--- config.mk ---
export PLATFORM = sky130hd
export DESIGN_NAME = float_mul_seq_flat
export DESIGN_NICKNAME = d
export VERILOG_FILES = /design/src/rtl/float_pack.sv /design/src/rtl/float_mul_seq_if.sv /design/src/rtl/float_mul_seq_norm_round.sv /design/src/rtl/float_mul_seq.sv /design/src/flat_wrapper.sv
export SDC_FILE = /design/constraint.sdc
export NUM_CORES = 1
export LEC_CHECK = 0
export ABC_AREA = 1
export BUFFER_PORTS_ARGS = -buffer_cell sky130_fd_sc_hd__buf_2
export CORE_MARGIN = 2
export CORE_UTILIZATION = 25
export DETAILED_ROUTE_END_ITERATION = 12
export SLEW_MARGIN = 0
export SYNTH_ARGS = -nofsm -noshare
export SYNTH_HDL_FRONTEND = slang
export SYNTH_SLANG_ARGS = --single-unit
--- constraint.sdc ---
create_clock -name clk -period 9.9 [get_ports clk]
set_input_delay 0.495 -clock clk [delete_from_list [all_inputs] [get_ports clk]]
set_output_delay 0.495 -clock clk [all_outputs]
set_load 0.1 [all_outputs]
--- src/rtl/float_pack.sv ---
// Shared definitions for the reduced-format float datapath: default format,
// rounding-mode and FSM encodings, and the saturation value helper.
package float_pack;

    localparam int Ne = 8;
    localparam int Nm = 23;

    localparam int BIAS        = (1 << (Ne - 1)) - 1;
    localparam int EMAX_FINITE = (1 << Ne) - 2;

    typedef enum logic {RND_TRUNC, RND_RNE} rnd_t;

    typedef enum logic [1:0] {IDLE, MUL, NORM, DONE} mul_state_t;

    // Largest finite magnitude with the requested sign (default format).
    function automatic logic [Ne+Nm:0] float_sat(input logic s);
        logic [Ne-1:0] e_max;
        e_max = EMAX_FINITE[Ne-1:0];
        return {s, e_max, {Nm{1'b1}}};
    endfunction

endpackage

--- src/rtl/float_mul_seq_if.sv ---
// Operand/result handshake bundle for the sequential float multiplier.
interface float_mul_seq_if #(
    parameter int NE = float_pack::Ne,
    parameter int NM = float_pack::Nm
);
    logic          in_valid;
    logic          in_ready;
    logic [NE+NM:0] a;
    logic [NE+NM:0] b;
    logic          rnd_mode;
    logic          out_valid;
    logic          out_ready;
    logic [NE+NM:0] y;
    logic          ovf;
    logic          unf;

    modport master (
        output in_valid, a, b, rnd_mode, out_ready,
        input  in_ready, out_valid, y, ovf, unf
    );

    modport slave (
        input  in_valid, a, b, rnd_mode, out_ready,
        output in_ready, out_valid, y, ovf, unf
    );
endinterface

--- src/rtl/float_mul_seq_norm_round.sv ---
// Combinational normalise / round / range-check stage. Takes a raw 1.x*1.y
// product in [1,4) and its unadjusted signed exponent; also used by the adder.
module float_norm_round
    import float_pack::*;
#(
    parameter int NE = Ne,
    parameter int NM = Nm
) (
    input  logic [2*NM+1:0]        prod,
    input  logic signed [NE+1:0]   exp_in,
    input  logic                   sign,
    input  rnd_t                   rnd_mode,
    output logic [NE+NM:0]         y,
    output logic                   ovf,
    output logic                   unf
);

    // One extra bit over the input exponent absorbs the normalise and carry increments.
    localparam logic signed [NE+2:0] EMAX_S = (NE+3)'((1 << NE) - 2);
    localparam logic [NE-1:0]        EMAX_E = NE'((1 << NE) - 2);

    logic [2*NM:0]          norm;
    logic signed [NE+2:0]   exp_n;
    logic signed [NE+2:0]   exp_r;
    logic [NM-1:0]          frac;
    logic                   guard;
    logic                   rest;
    logic                   inc;
    logic [NM:0]            frac_r;

    // Normalise to a leading one, round the fraction, then clamp the exponent range.
    always_comb begin
        // NOTE: every output and temporary gets a value on every path, so no latch is inferred.
        y   = '0;
        ovf = 1'b0;
        unf = 1'b0;

        // Leading one dropped: a set MSB means the product is in [2,4).
        norm  = prod[2*NM+1] ? prod[2*NM:0] : {prod[2*NM-1:0], 1'b0};
        exp_n = {exp_in[NE+1], exp_in} + {{(NE+2){1'b0}}, prod[2*NM+1]};

        frac  = norm[2*NM:NM+1];
        guard = norm[NM];
        rest  = |norm[NM-1:0];
        // Round up on more than half, or on exactly half when the kept LSB is odd.
        inc   = (rnd_mode == RND_RNE) && guard && (rest || frac[0]);

        frac_r = {1'b0, frac} + (NM+1)'(inc);
        exp_r  = exp_n + {{(NE+2){1'b0}}, frac_r[NM]};

        if (exp_r > EMAX_S) begin
            y   = {sign, EMAX_E, {NM{1'b1}}};
            ovf = 1'b1;
        end else if (exp_r[NE+2] || (exp_r == '0)) begin
            y   = {sign, {(NE+NM){1'b0}}};
            unf = 1'b1;
        end else begin
            // A carry out of the fraction leaves frac_r[NM-1:0] all zero.
            y   = {sign, exp_r[NE-1:0], frac_r[NM-1:0]};
        end
    end

endmodule

--- src/rtl/float_mul_seq.sv ---
// Sequential reduced-format float multiplier: one shift-add partial product
// per clock, followed by a single normalise/round cycle. The first partial
// product is formed on the accept edge straight from the operand inputs.
module float_mul_seq
    import float_pack::*;
#(
    parameter int NE = Ne,
    parameter int NM = Nm
) (
    input  logic           clk,
    input  logic           reset,
    float_mul_seq_if.slave bus
);

    localparam int W  = NE + NM + 1;
    localparam int CW = $clog2(NM + 1) + 1;
    localparam logic [NE+1:0] BIAS_N = (NE+2)'((1 << (NE - 1)) - 1);
    localparam logic [CW-1:0] LAST   = CW'(NM - 1);

    mul_state_t state, state_nxt;

    logic                  sign_q;
    logic [NE-1:0]         ea_q;
    logic [NE-1:0]         eb_q;
    logic [NM:0]           mcand_q;
    logic [2*NM+1:0]       acc_q;
    logic [CW-1:0]         cnt_q;
    rnd_t                  rnd_q;
    logic [W-1:0]          y_q;
    logic                  ovf_q;
    logic                  unf_q;

    logic                  accept;
    logic                  any_zero;
    logic [2*NM+1:0]       acc_src;
    logic [NM:0]           mcand_src;
    logic [NM+1:0]         partial;
    logic [2*NM+1:0]       acc_step;
    logic signed [NE+1:0]  exp_raw;
    logic [W-1:0]          nr_y;
    logic                  nr_ovf;
    logic                  nr_unf;

    assign bus.in_ready  = (state == IDLE) && !reset;
    assign bus.out_valid = (state == DONE);
    assign bus.y         = y_q;
    assign bus.ovf       = ovf_q;
    assign bus.unf       = unf_q;

    assign accept   = bus.in_valid && bus.in_ready;
    assign any_zero = (bus.a[W-2:NM] == '0) || (bus.b[W-2:NM] == '0);

    // One shift-add step; the multiplier sits in the low half of the accumulator
    // and is consumed LSB-first as the product shifts in from the top.
    always_comb begin
        acc_src   = (state == IDLE) ? {{(NM+1){1'b0}}, 1'b1, bus.b[NM-1:0]} : acc_q;
        mcand_src = (state == IDLE) ? {1'b1, bus.a[NM-1:0]} : mcand_q;
        partial   = {1'b0, acc_src[2*NM+1:NM+1]} + (acc_src[0] ? {1'b0, mcand_src} : '0);
        acc_step  = {partial, acc_src[NM:1]};
    end

    assign exp_raw = {2'b00, ea_q} + {2'b00, eb_q} - BIAS_N;

    float_norm_round #(.NE(NE), .NM(NM)) u_norm_round (
        .prod     (acc_q),
        .exp_in   (exp_raw),
        .sign     (sign_q),
        .rnd_mode (rnd_q),
        .y        (nr_y),
        .ovf      (nr_ovf),
        .unf      (nr_unf)
    );

    // State register.
    always_ff @(posedge clk) begin
        // NOTE: sequential state uses non-blocking assignments so every flop samples pre-edge values.
        if (reset) state <= IDLE;
        else       state <= state_nxt;
    end

    // Next-state decode: zero operands skip straight to DONE.
    always_comb begin
        state_nxt = state;
        unique case (state)
            IDLE: if (accept) state_nxt = any_zero ? DONE : MUL;
            MUL:  if (cnt_q == LAST) state_nxt = NORM;
            NORM: state_nxt = DONE;
            DONE: if (bus.out_ready) state_nxt = IDLE;
            default: state_nxt = IDLE;
        endcase
    end

    // Operand capture, iteration and result registers.
    always_ff @(posedge clk) begin
        if (reset) begin
            // NOTE: datapath registers are reset as well, so an abandoned operation leaves nothing behind.
            sign_q  <= 1'b0;
            ea_q    <= '0;
            eb_q    <= '0;
            mcand_q <= '0;
            acc_q   <= '0;
            cnt_q   <= '0;
            rnd_q   <= RND_TRUNC;
            y_q     <= '0;
            ovf_q   <= 1'b0;
            unf_q   <= 1'b0;
        end else begin
            unique case (state)
                IDLE: begin
                    if (accept) begin
                        sign_q  <= bus.a[W-1] ^ bus.b[W-1];
                        ea_q    <= bus.a[W-2:NM];
                        eb_q    <= bus.b[W-2:NM];
                        mcand_q <= {1'b1, bus.a[NM-1:0]};
                        acc_q   <= acc_step;
                        cnt_q   <= '0;
                        rnd_q   <= rnd_t'(bus.rnd_mode);
                        if (any_zero) begin
                            y_q   <= {bus.a[W-1] ^ bus.b[W-1], {(W-1){1'b0}}};
                            ovf_q <= 1'b0;
                            unf_q <= 1'b0;
                        end
                    end
                end
                MUL: begin
                    acc_q <= acc_step;
                    cnt_q <= cnt_q + 1'b1;
                end
                NORM: begin
                    y_q   <= nr_y;
                    ovf_q <= nr_ovf;
                    unf_q <= nr_unf;
                end
                default: ;
            endcase
        end
    end

endmodule

--- src/flat_wrapper.sv ---
// flat-port wrapper written by rule: the top's interface ports become plain ports
module float_mul_seq_flat import float_pack::*;
#(
    parameter int NE = Ne,
    parameter int NM = Nm
)
  (clk, reset, bus_in_valid, bus_a, bus_b, bus_rnd_mode, bus_out_ready, bus_in_ready, bus_out_valid, bus_y, bus_ovf, bus_unf);
  float_mul_seq_if #(.NE(NE), .NM(NM)) bus_i ();
  input  logic clk;
  input  logic reset;
  input wire logic [$bits(bus_i.in_valid)-1:0] bus_in_valid;
  input wire logic [$bits(bus_i.a)-1:0] bus_a;
  input wire logic [$bits(bus_i.b)-1:0] bus_b;
  input wire logic [$bits(bus_i.rnd_mode)-1:0] bus_rnd_mode;
  input wire logic [$bits(bus_i.out_ready)-1:0] bus_out_ready;
  output wire logic [$bits(bus_i.in_ready)-1:0] bus_in_ready;
  output wire logic [$bits(bus_i.out_valid)-1:0] bus_out_valid;
  output wire logic [$bits(bus_i.y)-1:0] bus_y;
  output wire logic [$bits(bus_i.ovf)-1:0] bus_ovf;
  output wire logic [$bits(bus_i.unf)-1:0] bus_unf;
  assign bus_i.in_valid = bus_in_valid;
  assign bus_i.a = bus_a;
  assign bus_i.b = bus_b;
  assign bus_i.rnd_mode = bus_rnd_mode;
  assign bus_i.out_ready = bus_out_ready;
  assign bus_in_ready = bus_i.in_ready;
  assign bus_out_valid = bus_i.out_valid;
  assign bus_y = bus_i.y;
  assign bus_ovf = bus_i.ovf;
  assign bus_unf = bus_i.unf;
  float_mul_seq #(.NE(NE), .NM(NM)) u_core (.clk(clk), .reset(reset), .bus(bus_i));
endmodule
==> impl_metrics.csv <==
group,metric,value,unit
status,status,"finished, final reports clean",
die,die_x,192,µm
setup_path,path_cells,"inv_1 > ha_2 > buf_4 > inv_2 > nand2_1 > nand2_1 > nand2_1 > inv_1 > ha_1 > a21oi_1 > nand2_1 > a21boi_0 > o21ai_1 > a21boi_0 > o21ai_1 > nand2_1 > a21o_1 > nand3_1 > nand2_1 > inv_1",
detailed_routing,wirelength,24.8,mm
setup_path,cpMostUsedCell,"nand2_1",
synthesis,synth_nets,1497,
setup_path,r2r_slack,4.75,ns
sta,hold_viol,0,
global_routing,grt_pass1_vias,8042,
setup_path,r2r_cells,20,
detailed_routing,wl_per_cell,12.9,µm
cells_and_area,drive_gt1_share,12.8,%
die,row_count,68,
synthesis,synthArstFlopShare,0,%
cts,post_cts_buffers,0,
global_routing,antenna_found_initial,2,
synthesis,ys_types,46,
sta,final.setup.tns,0,ns
cts,root_buffer,"clkbuf_16",
synthesis,synth.most_common_cell,"nand2_1",
pwr,power_density,244,nW/µm²
die,ioPinCount,105,
setup_path,critical_path_buf_inv_count,5,
cells_and_area,nets,1564,
setup_path,endpoint_kind,"flop",
sta,final.min_clock_period,5.15,ns
cts,cts_tree,"yes",
synthesis,synth.avg_cell_area,6.42,µm²
synthesis,synthFlopType,"dfxtp_1",
sta,tightestPinTransition,1.15,ns
detailed_routing,dr.pass1.iters,5,
synthesis,netlist_instances,1378,
setup_path,slowest_stage,"buf_4",
synthesis,yosys-top-cells-area,"dfxtp_1 (30%), nand2_1 (16%), inv_1 (8.5%)",
cells_and_area,area_delta_synth_final,16.8,%
sta,fin_skew,0.0137,ns
die,start_util,25.5,%
setup_path,timing.rr.start,"u_core.state[1]",
setup_path,critical_path.max_stage_delay,0.68,ns
setup_path,critPathMaxFanout,98,
synthesis,yosys.area.top_type,"dfxtp_1",
cts,cts.clk_slew.worst_paths,0.06,ns
detailed_routing,vias,8693,
synthesis,synth-edff-count,0,
cts,cts.sinks,132,
setup_path,r2r_end,"u_core.acc_q[42]",
cts,htreeDepth,4,
die,die_height,192,µm
sta,finalSetupViolations,0,
setup_path,crit_type,"reg2reg",
cts,cts_buffer_depth,2,
die,dieArea,36900,µm²
sta,max_freq,194,MHz
placement,io_buffers,104,
synthesis,synth_common_cells,"nand2_1 (370), inv_1 (201), dfxtp_1 (132), o21ai_0 (100), nor2_1 (98)",
setup_path,cp-start-kind,"flop",
synthesis,synth-seq-area-share,29.9,%
hold_path,hp-start,"bus_a[28]",
placement,place_ws,4.80,ns
die,core-area,34700,µm²
global_routing,globalRouteOverflowTotal,0,
setup_path,cp_top_family,"compound AO/OA/AOI/OAI gates",
synthesis,synth-seq-cells,132,
global_routing,grt_pass1_wl,40.6,mm
detailed_routing,via_per_inst,4.54,
pwr,vdd_drop_max,0.105,mV
placement,dp_hpwl,18.5,mm
hold_path,whs_path_depth,3,
cts,cts_hold_buffers,0,
cts,cts_buffers,17,
sta,finalCritPeriodShare,52.1,%
cts,cts_resized,0,
hold_path,min_to,"u_core.ea_q[5]",
cts,clk_latency,0.44,ns
detailed_routing,drc,0,
synthesis,synth_top_area_share,29.9,%
synthesis,syn_area,8840,µm²
setup_path,worstPathRequired,10.23,ns
cells_and_area,finish.utilization,29.8,%
global_routing,track_usage,13.8,%
setup_path,cp.arrival,5.48,ns
sta,setup_slack,4.75,ns
sta,slew_headroom,22.8,%
detailed_routing,detail-route-antenna-nets,0,
sta,maxSlewViolCount,0,
hold_path,hold_class,"in2reg",
setup_path,cp-startpoint,"u_core.state[1]",
sta,grt_setup_unrepaired,"false",
placement,gp_congestion,0.911,
pwr,leakage,5.07,nW
global_routing,grt_max_degree,99,
detailed_routing,drt_iter0_markers,636,
synthesis,yosysWarnings,0,
flow_run,maxCapViolations,0,
-- through the flow --
| step | hold slack (ns) | power [W] | cells | area (µm²) |
|---|---|---|---|---|
| finish | 0.276 | 0.00252 | 1915 | 10300 |
| global route | 0.267 | 0.00273 | 1913 | 10300 |
| CTS | 0.262 | 0.00254 | 1913 | 10300 |
| detailed placement | 0.439 | 0.00184 | 1881 | 9700 |
| global placement | 0.435 | 0.00183 | 1881 | 9700 |
| floorplan | 0.424 | 0.00159 | 1378 | 8840 |
-- worst max-delay path by stage --
| stage | cells after the start | endpoint | slack [ns] |
|---|---|---|---|
| 2_1_floorplan | 27 | u_core.bus.y[10] | 6.43 |
| 3_3_place_gp | 20 | u_core.acc_q[42] | 4.82 |
| 3_5_place_dp | 20 | u_core.acc_q[42] | 4.80 |
| 4_1_cts | 20 | u_core.acc_q[42] | 4.79 |
| 5_1_grt | 22 | u_core.acc_q[43] | 4.24 |
| 6_report | 20 | u_core.acc_q[42] | 4.75 |
-- logic make-up after synthesis --
logic type | share of synthesized area, %
compound gates | 16.8
xor+xnor | 3.37
fa+ha+maj | 7.33
buf+inv | 12.1
flops | 29.9
simple gates | 30.5
-- registers in the layout, indices dropped and copies added (netlist names) --
signal	flops
u_core.acc_q	48
u_core.bus.y	32
u_core.mcand_q	24
u_core.ea_q	8
u_core.eb_q	8
u_core.cnt_q	6
u_core.state	2
u_core.bus.ovf	1
u_core.bus.unf	1
u_core.rnd_q	1
u_core.sign_q	1
-- layer usage --
layer | vias up | wire length (µm) | track usage, %
li1 | 4566 | - | -
met1 | 3929 | 12000 | 18.3
met2 | 164 | 11100 | 22.1
met3 | 34 | 1120 | 2.94
met4 | 0 | 562 | 5.08
met5 | - | 0 | 0
-- cells in the final DEF, fill, tap and decap left out, types with 2 or more instances in the layout --
cell,Yosys,final
xnor2_1,15,15
buf_2,7,104
buf_4,5,5
clkinv_4,0,2
a31o_2,2,2
ha_1,47,46
nor2_4,5,5
clkinvlp_4,0,3
nor2_1,98,98
nor3_1,12,12
fa_1,3,3
nor3b_1,3,3
inv_1,201,200
o21ai_0,100,100
nand2_2,5,6
o21ai_2,9,9
a21boi_0,4,4
nand4_1,12,12
diode_2,0,2
nand2_1,370,369
a21o_1,4,4
inv_2,8,9
o21ai_1,19,19
o211a_1,2,2
o21a_1,4,4
a21oi_1,71,71
bufinv_16,0,4
nor2_2,6,6
clkbuf_16,0,17
o211ai_1,18,18
a31oi_1,26,26
xor2_1,19,19
nand3b_1,4,4
dfxtp_1,132,131
nor4_1,11,11
inv_6,0,4
nand3_1,91,91
nand3_2,5,5
-- report_power, final --
part / switching (W) / leakage, nW / internal [W]
Sequential: 0.0000727 / 1.08 / 0.000649
Clock: 0.000265 / 0.298 / 0.000425
Combinational: 0.000783 / 3.69 / 0.000327
-- tightest hold or removal path, delay by kind of cell --
family,cells,cell delay [ns]
and+or+nand+nor,2,0.10
buffers and inverters,1,0.09
-- layout make-up --
cell class                      instances  area (µm²)
Multi-Input combinational cell        975        5140
Tap cell                              455         569
Clock buffer                           18         429
Timing Repair Buffer                  109         558
Antenna cell                            2        5.00
Inverter                              210         788
Clock inverter                         14         200
Fill cell                            3888       24400
Sequential cell                       132        2640
(Power assumes the default switching activity.)
